--- src/rtl/led_matrix_scanner.sv ---
// led_matrix_scanner
//   Row-scan driver for an 8x8 LED matrix. One row advances per rising edge
//   of scan_clk, which comes from the upstream frequency divider and is
//   asynchronous to clk. Each row change is followed by BLANK_CYCLES clk
//   cycles with every output dark, to avoid ghosting. Column data comes from
//   a double-buffered frame store. Pattern logic writes the back buffer. The
//   buffers swap only at a frame boundary, so a frame never tears.
//
// Optional feature (compile-time macro LED_MATRIX_DIM_EN):
//   Adds the dim_level[3:0] input and a free-running 4-bit PWM counter.
//   While a row is driven, col_data is gated to zero whenever
//   pwm_cnt >= dim_level.
//
// Parameters
//   ROWS          number of matrix rows (power of two, >= 2)
//   COLS          number of columns (width of col_data / wr_data)
//   BLANK_CYCLES  clk cycles held dark after each row change (>= 1)
//
// Ports
//   clk        in   system clock
//   rst        in   asynchronous, active-high reset
//   scan_clk   in   divided scan clock (asynchronous to clk)
//   wr_en      in   write wr_data into back-buffer row wr_row
//   wr_row     in   back-buffer row address (writes with wr_row >= ROWS ignored)
//   wr_data    in   row pattern, bit i = column i lit
//   swap_req   in   level request for a front/back swap, held until swap_ack
//   dim_level  in   brightness 0..15 (only with LED_MATRIX_DIM_EN)
//   swap_ack   out  1-cycle pulse when the swap takes effect
//   row_sel    out  one-hot active row, all-zero = blank
//   col_data   out  column drive for the active row
//   frame_done out  1-cycle pulse when the row index wraps ROWS-1 -> 0
module led_matrix_scanner #(
  parameter int unsigned ROWS         = 8,
  parameter int unsigned COLS         = 8,
  parameter int unsigned BLANK_CYCLES = 4
) (
  input  logic            clk,
  input  logic            rst,
  input  logic            scan_clk,
  input  logic            wr_en,
  input  logic [2:0]      wr_row,
  input  logic [COLS-1:0] wr_data,
  input  logic            swap_req,
`ifdef LED_MATRIX_DIM_EN
  input  logic [3:0]      dim_level,
`endif
  output logic            swap_ack,
  output logic [ROWS-1:0] row_sel,
  output logic [COLS-1:0] col_data,
  output logic            frame_done
);

  localparam int unsigned RW = (ROWS > 1) ? $clog2(ROWS) : 1;
  localparam int unsigned CW = $clog2(BLANK_CYCLES + 1);

  typedef enum logic {
    ST_BLANK,
    ST_DRIVE
  } state_t;

  state_t          state, state_d;
  logic [RW-1:0]   row, row_d;
  logic [CW-1:0]   cnt, cnt_d;
  logic            front, front_d;
  logic            boundary;
  logic            swap_now;

  logic            scan_s1, scan_s2, scan_s3;
  logic            scan_tick;

  logic [COLS-1:0] frame_mem [2][ROWS];
  logic [RW-1:0]   wr_idx;
  logic            wr_ok;

  logic [ROWS-1:0] row_sel_d;
  logic [COLS-1:0] col_data_d;

`ifdef LED_MATRIX_DIM_EN
  logic [3:0]      pwm_cnt;
`endif

  // Two-flop synchronizer, then a registered rising-edge detect. This gives a
  // one-clk scan_tick three clk edges after scan_clk rises.
  always_ff @(posedge clk or posedge rst) begin
    if (rst) begin
      scan_s1   <= 1'b0;
      scan_s2   <= 1'b0;
      scan_s3   <= 1'b0;
      scan_tick <= 1'b0;
    end else begin
      scan_s1   <= scan_clk;
      scan_s2   <= scan_s1;
      scan_s3   <= scan_s2;
      scan_tick <= scan_s2 & ~scan_s3;
    end
  end

`ifdef LED_MATRIX_DIM_EN
  always_ff @(posedge clk or posedge rst) begin
    if (rst) begin
      pwm_cnt <= '0;
    end else begin
      pwm_cnt <= pwm_cnt + 4'd1;
    end
  end
`endif

  // Frame store. Writes target the back buffer chosen by the current (pre-swap)
  // front, so a write in the swap cycle lands in the buffer that becomes front.
  assign wr_idx = RW'(wr_row);
  assign wr_ok  = wr_en && (32'(wr_row) < ROWS);

  always_ff @(posedge clk or posedge rst) begin
    if (rst) begin
      for (int unsigned b = 0; b < 2; b++) begin
        for (int unsigned r = 0; r < ROWS; r++) begin
          frame_mem[b][r] <= '0;
        end
      end
    end else if (wr_ok) begin
      frame_mem[~front][wr_idx] <= wr_data;
    end
  end

  // FSM state register
  always_ff @(posedge clk or posedge rst) begin
    if (rst) begin
      state <= ST_BLANK;
      row   <= '0;
      cnt   <= '0;
      front <= 1'b0;
    end else begin
      state <= state_d;
      row   <= row_d;
      cnt   <= cnt_d;
      front <= front_d;
    end
  end

  // Next-state logic. The outputs are decoded from the next state and then
  // registered, so row_sel and col_data always change on the same edge.
  always_comb begin
    state_d    = state;
    row_d      = row;
    cnt_d      = cnt;
    front_d    = front;
    boundary   = 1'b0;
    swap_now   = 1'b0;
    row_sel_d  = '0;
    col_data_d = '0;

    case (state)
      ST_BLANK: begin
        // scan_tick is deliberately ignored here: the row only moves in DRIVE
        if (cnt == CW'(BLANK_CYCLES - 1)) begin
          state_d = ST_DRIVE;
        end else begin
          cnt_d = cnt + 1'b1;
        end
      end
      ST_DRIVE: begin
        if (scan_tick) begin
          state_d  = ST_BLANK;
          cnt_d    = '0;
          boundary = (row == RW'(ROWS - 1));
          row_d    = boundary ? '0 : row + 1'b1;
          swap_now = boundary && swap_req;
          if (swap_now) begin
            front_d = ~front;
          end
        end
      end
      default: begin
        state_d = ST_BLANK;
        cnt_d   = '0;
      end
    endcase

    if (state_d == ST_DRIVE) begin
      row_sel_d  = ROWS'(1) << row_d;
      col_data_d = frame_mem[front_d][row_d];
`ifdef LED_MATRIX_DIM_EN
      if (pwm_cnt >= dim_level) begin
        col_data_d = '0;
      end
`endif
    end
  end

  // Registered outputs
  always_ff @(posedge clk or posedge rst) begin
    if (rst) begin
      row_sel    <= '0;
      col_data   <= '0;
      frame_done <= 1'b0;
      swap_ack   <= 1'b0;
    end else begin
      row_sel    <= row_sel_d;
      col_data   <= col_data_d;
      frame_done <= boundary;
      swap_ack   <= swap_now;
    end
  end

endmodule

--- config.mk ---
export PLATFORM = sky130hd
export DESIGN_NAME = led_matrix_scanner
export DESIGN_NICKNAME = d
export VERILOG_FILES = /design/src/rtl/led_matrix_scanner.sv
export SDC_FILE = /design/constraint.sdc
export NUM_CORES = 1
export LEC_CHECK = 0
export ABC_AREA = 1
export CAP_MARGIN = 20
export CORE_AREA = 3 3 116 118
export DETAILED_ROUTE_END_ITERATION = 10
export DIE_AREA = 0 0 119 121
export GPL_TIMING_DRIVEN = 0
export PLACE_DENSITY_LB_ADDON = 0.08
export SLEW_MARGIN = 20
export SYNTH_ARGS = -nofsm -noshare
export SYNTH_HDL_FRONTEND = slang
export SYNTH_SLANG_ARGS = --single-unit
--- constraint.sdc ---
create_clock -name clk -period 6.3 [get_ports clk]
set_clock_uncertainty 0.1 [all_clocks]
set_input_delay 0.63 -clock clk [delete_from_list [all_inputs] [get_ports clk]]
set_output_delay 0.63 -clock clk [all_outputs]
set_load 0.03 [all_outputs]
==> metrics.txt, run 1 <==
Synth area leaders=dfrtp_1 (53%), nand2_1 (18%), o21ai_0 (8.6%), inv_1 (4.6%), nor2_1 (3.2%); Routed Antenna Nets=0; largest net degree at the start of global routing=slightly below 90; fin crit period=2.54 ns; GRT overflow=0; area of the mapped netlist=~7500 um2; Tightest Pin Transition=roughly 0.90 ns; routed via count=between 6000 and 7000; Total GRT Usage=0.301; Reg area=~4000 um2; Synth Register Bits=between 150 and 200; Critical Path AT=2.75 ns; CP endpoint kind=register; Pwr Density=~500 nW/um2; RSZ-0062 raised after global routing=false; worst-skew pair later-pin latency=0.43 ns; fin. max-slew vios=0; Rel. slew slack=0.402; Final TNS setup=0 ns; Max Root-Sink Buffers=2; Area after DPL=8070 um2; die height=between 100 and 150 um; area taken by multi-input logic gates=between 2000 and 3000 um2; io pins=34; Post-Layout Cell Count=about 1200; Worst Path Class, Setup=reg2reg; Leak Pwr=~4.3 nW; register area share after synthesis=0.527; max capacitance violation total=0; share of the synthesized area in the top cell type=0.527; final setup vio count=0; nets@finish=1030; # Post-CTS Setup Buffers=0; total CTS buffers=17; CTS clk-pin slew, worst paths=0.06 ns; H-Tree Depth=4; Synthesis Warnings=0; Core Util, Final=0.690; Mean Syn Cell Area=between 7 and 8 um2; antenna violations before repair=0; post-synth cell types=26; CTS tree=done; Core Footprint=about 13000 um2; Max IR drop VDD=around 0.00028 V; share of cells above drive strength 1=0.0686; drt via density=about 5.5; Hold Vio Cnt, Final=0; routed len/inst=~17 um; post-synth top area cell=dfrtp_1; CTS sink cnt=between 150 and 200; Tcrit/Tclk final=0.403; Die Footprint=~14000 um2; IO buf count=32; fillcell total=approximately 1100; critical-path maximum fanout=10; Fmax=394 MHz; vias in the first global route=roughly 6200; post-route cell area=8670 um2; Total Power=between 0.004 and 0.005 W; Gate Count Post-Synth=958; cell row count=41; post-CTS resize count=0; drt total wl=a little over 20000 um; status=complete, no violations; Antenna diodes=0; Die Width=119 um; WP data required=6.51 ns; first-pass GRT wire length=32500 um; clock root cell=clkbuf_16; Pre-Repair DR Iteration Count=5; syn_nets=roughly 980; Area growth syn-to-layout=15.6%; initial core utilization=0.597; Iter 0 DRT Violations=between 700 and 800; placed insts=approximately 1200; GP Congestion=around 0.95; DRC viols=0; Hold Path Class=reg2reg; cts hold-fix bufs=0; DP HPWL=14600 um; crit start category=register
## through the flow
step / worst slack, ns / hold WS [ns]
floorplan: 1.31 / 0.231
global placement: -0.778 / 0.237
detailed placement: 3.58 / 0.241
CTS: 3.82 / 0.254
global route: 3.63 / 0.254
finish: 3.76 / 0.251
## cell usage after synthesis
cell,n
buf_2,15
inv_1,92
nand2_4,3
nor2_1,63
nand3_4,1
nand3b_1,16
nor4_4,1
or2_1,1
a22o_1,1
nand4_1,33
nor2_4,2
dfrtp_1,158
nor3_1,3
buf_6,2
o21ai_2,1
clkbuf_1,26
nand2_1,350
nor2_8,1
o22ai_1,1
buf_1,6
nor2_2,5
o21ai_0,129
ha_1,4
nand3_1,33
inv_2,5
nand2_2,6
## layer usage
| metal | routed length [um] | GRT usage |
|---|---|---|
| met5 | 0 | 0 |
| met4 | 687 | 0.123 |
| met3 | 1790 | 0.0685 |
| met2 | 9760 | 0.477 |
| met1 | 8440 | 0.402 |
## state kept, by name, summed over array words and instances (netlist names)
| name | count |
|---|---|
| state | 1 |
| row_sel | 8 |
| swap_ack | 1 |
| col_data | 8 |
| scan_tick | 1 |
| scan_s1 | 1 |
| scan_s3 | 1 |
| scan_s2 | 1 |
| row | 3 |
| front | 1 |
| frame_mem | 128 |
| cnt | 3 |
| frame_done | 1 |
## placed cells by master (no fill, tap or decap)
cell             count
o22ai_1              1
nor3_1               3
inv_2                5
inv_8                1
ha_1                 4
nand2_4              3
nand2_1            350
nand4_1             33
a22o_1               1
dfrtp_1            158
buf_6                2
nand3_1             33
inv_1               91
nor4_4               1
clkdlybuf4s50_1     32
o21ai_2              1
nand3_4              1
bufinv_16            4
nand2_2              6
or2_1                1
clkbuf_16           17
buf_2               15
clkbuf_8             2
nand3b_1            16
buf_1                6
clkinvlp_4           1
o21ai_0            129
nor2_8               1
clkbuf_1            29
nor2_4               2
buf_16               1
nor2_2               5
clkinv_2             2
nor2_1              63
## cells by family after synthesis
group,synth area share
buffers and inverters,0.0776
AND/OR/NAND/NOR,0.300
adder cells (fa/ha/maj),0.00667
flip-flops,0.527
AO/OA/AOI/OAI,0.0892
## power by group
part | leakage (nW) | internal, W | switching (W) | total (W)
Combinational | 2.04 | 0.000566 | 0.00121 | 0.00178
Sequential | 1.97 | 0.00137 | 0.000157 | 0.00153
Clock | 0.292 | 0.000675 | 0.000385 | 0.00106
Total | 4.30 | 0.00261 | 0.00176 | 0.00437
## path summary, 6_finish.rpt
kind	startpoint	endpoint	slack, ns	depth (start not counted)
setup / recovery	row[0]	col_data[6]	3.76	13
hold / removal	scan_s1	scan_s2	0.25	0
setup reg to reg	row[0]	col_data[6]	3.76	13
hold reg to reg	scan_s1	scan_s2	0.25	0
max in group asynchronous	rst	row_sel[0]	4.76	3
min in group asynchronous	rst	frame_mem[75]	0.55	2
## final cells by class
cell class | count | area share
multi-input cells | 654 | 0.342
well taps | 172 | 0.0248
repair buffers | 33 | 0.0401
plain buffers | 49 | 0.0251
clock buffers | 22 | 0.0535
inverters | 97 | 0.0428
flip-flops and latches | 158 | 0.456
clock inverters | 7 | 0.0159
## worst max-delay path: stages (launching register included)
cell	delay [ns]
dfrtp_1	0.40
ha_1	0.20
ha_1	0.17
inv_1	0.16
nand2_1	0.09
nand2_2	0.18
clkbuf_1	0.35
nand4_1	0.23
nand2_1	0.16
nand2_1	0.06
nand2_1	0.07
nand2_1	0.09
nand2_1	0.08
nand2_1	0.07
No activity file was read; power rests on OpenSTA's default activity.
==> run 2, diff against run 1 <==
- CORE_AREA: 3 3 116 118 -> 3 3 121 123
- DIE_AREA: 0 0 119 121 -> 0 0 124 126
- clock period: 6.3 -> 2.22 ns (I/O delays scaled with it)
==> run 2 against run 1 <==
  * Combinational power rose to 3.1 times the previous value
  * Global-route usage decreased by 0.96 points
  * Sequential power increased to 2.8 times the previous value
  * Design area grew 3.5%
  * Flip-flop and latch count unchanged
  * Hold slack got worse by 0.18 ns
  * Count of clock-buffer cells in the layout unchanged
  * Cell count up 1.8%
  * Clock power grew to 2.8 times the previous value
  * Wire length up 4.2%
  * First-iteration DRC count decreased by 3.3%
  * Largest cell class unchanged
  * Highest routed layer unchanged
==> metrics.txt, run 2 (synthesized netlist as in run 1, its figures left out) <==
status=complete, no violations; Antenna diodes=0; Leak Pwr=4.40 nW; GP Congestion=slightly above 0.9; DP HPWL=~15000 um; largest net degree at the start of global routing=34; Worst Path Class, Setup=reg2reg; final setup vio count=0; routed len/inst=17.7 um; Total Power=~0.013 W; share of cells above drive strength 1=0.104; die height=between 100 and 150 um; commonest non-fill, non-tap cell in the layout=nand2_1; routed via count=between 6000 and 7000; Final TNS setup=0 ns; Die Footprint=about 16000 um2; cell row count=43; Routed Antenna Nets=0; Die Width=approximately 120 um; Total GRT Usage=0.291; GRT overflow=0; Tcrit/Tclk final=0.952; slowest CP cell=dfrtp_1; fin crit period=2.11 ns; io pins=34; Pwr Density=approximately 1400 nW/um2; worst-skew pair later-pin latency=0.43 ns; total CTS buffers=17; Hold Path Class=in2async; critical path cell sequence=ha_2 > ha_2 > inv_4 > nand2_2 > nand2_4 > nand2_8 > inv_2 > nor2_4 > nand2_1 > nor2_1 > nor2_1 > nand2_1 > nand2_2; IO buf count=32; Largest regs=frame_mem (128), col_data (8), row_sel (8); critical-path maximum fanout=9; Fmax=around 470 MHz; first-pass GRT wire length=33600 um; drt via density=between 5 and 6; Post-Layout Cell Count=~1200; WHS=between 0.06 and 0.07 ns; nets@finish=1041; largest reg by FF count=frame_mem; cts hold-fix bufs=0; WP buf/inv=2; Max Root-Sink Buffers=2; max capacitance violation total=0; fin. max-slew vios=0; CTS sink cnt=between 150 and 200; most frequent cells in the layout=nand2_1 (346), dfrtp_1 (158), o21ai_0 (129); WP data required=2.44 ns; Critical Path AT=between 2 and 2.5 ns; critical path's top delay family=simple AND/OR/NAND/NOR gates; Tightest Pin Transition=about 0.85 ns; antenna violations before repair=0; vias in the first global route=about 6000; DRC viols=0; CP endpoint kind=register; drt total wl=roughly 22000 um; Pre-Repair DR Iteration Count=5; placed insts=between 1000 and 1500; H-Tree Depth=4; Largest register FFs=between 100 and 150; fillcell total=roughly 1200; Stages on worst setup path=13; Rel. slew slack=0.436; Iter 0 DRT Violations=726; Area growth syn-to-layout=19.6%; Core Footprint=13800 um2; FF-to-FF path depth=13; Hold Vio Cnt, Final=0; Core Util, Final=0.652; initial core utilization=0.545; CTS tree=done; CTS clk-pin slew, worst paths=roughly 0.060 ns; crit start category=register; Max IR drop VDD=around 0.00063 V; clock root cell=clkbuf_16; Worst path max stage delay=~0.37 ns
==> run 2: routing by layer <==
metal  GRT usage  up-vias  wire length [um]
li1            -     3146                 -
met1       0.405     2972              9400
met2       0.438      223              9830
met3      0.0656       54              1550
met4       0.127        0               752
met5           0        -                 0
==> run 2: worst reg2reg max path, stage by stage, from the launching register on <==
cell and delay (ns):
dfrtp_1 0.37, ha_2 0.18, ha_2 0.18, inv_4 0.05
nand2_2 0.07, nand2_4 0.10, nand2_8 0.14, inv_2 0.08
nor2_4 0.22, nand2_1 0.13, nor2_1 0.15, nor2_1 0.08
nand2_1 0.08, nand2_2 0.07
==> run 2: path summary, 6_finish.rpt <==
check	start	end	slack [ns]
worst max-delay path	row[1]	col_data[1]	0.11
worst min-delay path	rst	frame_mem[81]	0.07
worst max register to register	row[1]	col_data[1]	0.11
worst min register to register	scan_s1	scan_s2	0.25
max in group asynchronous	rst	frame_mem[111]	1.20
min in group clk	scan_clk	scan_s1	0.13
==> run 2: power breakdown <==
group          total, W  switching [W]  internal (W)
Combinational   0.00549        0.00362       0.00187
Clock           0.00302        0.00117       0.00185
Sequential      0.00434       0.000443       0.00390
==> run 2: layout make-up <==
cell class	count	area (um2)	area share
Inverter	97	370	0.0413
Sequential cell	158	3950	0.440
Clock inverter	10	136	0.0152
Buffer	49	264	0.0294
Timing Repair Buffer	44	484	0.0539
Clock buffer	22	474	0.0528
Multi-Input combinational cell	654	3070	0.342
Tap cell	180	225	0.0251
==> run 2: what timing repair did <==
| action | in CTS | in global routing |
|---|---|---|
| endpoints found under the hold margin | 0 | 0 |
| gates resized for setup | 19 | 45 |
| pin swaps | 0 | 10 |
| setup buffers | 0 | 7 |
| setup endpoints to repair | 8 | 8 |
==> run 2: per-stage QoR <==
stage | worst slack [ns] | area (um2)
CTS | 0.0117 | 8820
global route | -0.0121 | 8980
finish | 0.107 | 8980
floorplan | -0.103 | 7510
global placement | -1.48 | 8050
detailed placement | -0.239 | 8160
==> run 3, diff against run 2 <==
- ABC_AREA: 1 -> unset
- CORE_AREA: 3 3 121 123 -> 3 3 120 122
- DIE_AREA: 0 0 124 126 -> 0 0 123 125
- GPL_ROUTABILITY_DRIVEN: unset -> 0
- PLACE_DENSITY: unset -> 0.74
- PLACE_DENSITY_LB_ADDON: 0.08 -> unset
==> run 3 against run 2 <==
  * The run now ends with setup timing left
  * Worst setup slack worse by 0.18 ns
  * Utilization up 2.7 points
  * Sequential share of layout area down 0.24 points
  * Cell count down 31%
  * Critical endpoint is now col_data[0]
  * Design area up 0.59%
==> metrics.txt, run 3 <==
clock network power share=0.257; status=complete, but fails checks; routed via count=around 5300; Synth async-reset ratio=1.00; largest reg by FF count=frame_mem; Post-Layout Cell Count=about 830; Worst Path Class, Setup=reg2reg; Fmax=around 440 MHz; crit start category=register; area of the mapped netlist=slightly above 7000 um2; IO buf count=33; Tightest Pin Transition=0.942 ns; drt total wl=between 20000 and 25000 um; FF-to-FF path depth=9; Reg-to-Reg End=col_data[0]; H-Tree Depth=4; syn_nets=591; R2R setup slack=-0.07 ns; antenna violations before repair=0; DP HPWL=between 10000 and 15000 um; fillcell total=roughly 900; Stages on worst setup path=9; routed len/inst=approximately 24 um; Hold Path Class=in2reg; final setup vio count=8; Die Width=approximately 120 um; placed insts=784; Iter 0 DRT Violations=533; share of the synthesized area in the top cell type=0.549; Area growth syn-to-layout=25.4%; total CTS buffers=17; crit path from=row[0]; critical path cell sequence=ha_4 > ha_4 > and4bb_2 > a32oi_4 > buf_12 > buf_12 > o2111ai_4 > o21ai_4 > a22o_1; Max Root-Sink Buffers=2; most instantiated cells after synthesis=dfrtp_1 (158), mux2_2 (128), nor3_1 (45), o22ai_1 (29), o21ai_0 (28); post-synth top area cell=dfrtp_1; reg2reg start=row[0]; DRC viols=0; Sequential Power Share=0.328; Pwr Density=1260 nW/um2; die height=approximately 130 um; Tcrit/Tclk final=1.03; Hold Vio Cnt, Final=0; WP buf/inv=2; fin crit period=roughly 2.3 ns; Total Power=between 0.01 and 0.015 W; Max IR drop VDD=about 0.00071 V; Pre-Repair DR Iteration Count=5; CP endpoint kind=register; Die Footprint=approximately 15000 um2; worst-skew pair later-pin latency=0.43 ns; Synth Register Bits=158; cell row count=between 40 and 50; post-synth cell types=48; Switching Share=0.357; critical path's top delay family=compound AO/OA/AOI/OAI gates; CTS tree=done; top_reg_cell synth=dfrtp_1; Critical Path End=col_data[0]; internal power=~0.0073 W; Synthesis Warnings=0; Setup WS post-layout=-0.0714 ns; largest net degree at the start of global routing=37; Rel. slew slack=0.370; Leak Pwr=around 4.0 nW; slowest CP cell=dfrtp_1; first-pass GRT wire length=slightly above 30000 um; clock root cell=clkbuf_16; Critical Path AT=2.51 ns; Antenna diodes=0; Sw Pwr=about 0.0041 W; max capacitance violation total=0; fin. max-slew vios=0; Largest regs=frame_mem (128), col_data (8), row_sel (8); Routed Antenna Nets=0; initial core utilization=0.542; vias in the first global route=between 5000 and 6000; critical-path maximum fanout=10; RSZ-0062 raised after global routing=true; commonest non-fill, non-tap cell in the layout=dfrtp_1; number of flops mapped to enable cells by yosys=0; register area share after synthesis=0.549; failing checks=setup timing; most frequent cell after synthesis=dfrtp_1; Synth area leaders=dfrtp_1 (55%), mux2_2 (20%), nor3_1 (3.1%), o22ai_1 (2.5%), o21ai_0 (1.9%); hold wc startpoint=scan_clk; Core Footprint=between 10000 and 15000 um2; io pins=34; Mean Syn Cell Area=12.6 um2; worst slack, placed=-0.801 ns; Largest register FFs=between 100 and 150; drt via density=6.33; Gate Count Post-Synth=between 500 and 600; GRT overflow=0; Worst path max stage delay=around 0.42 ns; Combinational Power Share=0.416; Total GRT Usage=0.269; WP data required=around 2.4 ns; CTS clk-pin slew, worst paths=roughly 0.06 ns; share of cells above drive strength 1=0.439; CTS sink cnt=roughly 160; most frequent cells in the layout=dfrtp_1 (157), mux2_2 (128), clkdlybuf4s50_1 (33); nets@finish=663
==> run 3: worst min-delay path by stage <==
stage	end	slack, ns	depth (start not counted)
CTS	scan_s1	0.12	1
global route	scan_s1	0.12	1
global placement	scan_s2	0.24	0
detailed placement	scan_s2	0.25	0
floorplan	scan_s1	0.15	0
finish	scan_s1	0.13	1
==> run 3: cells by family (layout without fill, tap and decap cells) <==
| kind of cell | count (synthesis) | count (layout) | share of synthesized area |
|---|---|---|---|
| muxes | 129 | 129 | 0.202 |
| buffers and inverters | 54 | 139 | 0.0410 |
| DFF | 158 | 158 | 0.549 |
| adders and majority gates | 4 | 4 | 0.00695 |
| AOI/OAI and AO/OA | 111 | 111 | 0.111 |
| xor gates and xnor gates | 2 | 2 | 0.00348 |
| and+or+nand+nor | 113 | 113 | 0.0867 |
==> run 3: what timing repair did <==
| action | CTS | global route |
|---|---|---|
| hold buffers | 0 | 0 |
| pin swaps | 12 | 16 |
| setup buffers | 12 | 3 |
| gates cloned | 0 | 1 |
| resized for setup | 49 | 65 |
| endpoints found under the setup margin | 14 | 24 |
==> run 3: layout make-up <==
cell class / count / area, um2 / area share
Multi-Input combinational cell: 359 / 3330 / 0.369
Sequential cell: 158 / 3960 / 0.438
Clock inverter: 11 / 114 / 0.0126
Inverter: 14 / 56.3 / 0.00624
Buffer: 40 / 312 / 0.0345
Clock buffer: 21 / 480 / 0.0532
Timing Repair Buffer: 53 / 561 / 0.0621
Tap cell: 176 / 220 / 0.0244
==> run 3: layer usage <==
layer  vias up  track usage  part of all wire
met5         -            0                 0
met4         0        0.115             0.039
met3        53       0.0736             0.088
met2       261        0.399              0.47
met1      2692        0.372              0.41
li1       2260            -                 -
==> run 3: power groups by stage <==
stage	sequential (W)	clock (W)	combinational [W]
floorplan	0.00382	0	0.00234
global placement	0.00367	0	0.00353
detailed placement	0.00371	0	0.00363
CTS	0.00368	0.00293	0.00418
global route	0.00377	0.00306	0.00497
finish	0.00372	0.00291	0.00472
==> run 3: worst reg2reg max path, stage by stage, from the launching register on <==
cell and delay (ns):
dfrtp_1 0.42, ha_4 0.18, ha_4 0.19, and4bb_2 0.36, a32oi_4 0.07, buf_12 0.17
buf_12 0.16, o2111ai_4 0.22, o21ai_4 0.11, a22o_1 0.20
==> run 3: per-stage QoR <==
stage	util	setup TNS, ns	area, um2	hold slack, ns
floorplan	-	-16.25	7200	0.153
global placement	0.583	-216.07	7750	0.237
detailed placement	0.589	-13.31	7840	0.248
CTS	0.659	-0.0963	8760	0.123
global route	0.679	-0.649	9030	0.121
finish	0.679	-0.392	9030	0.130
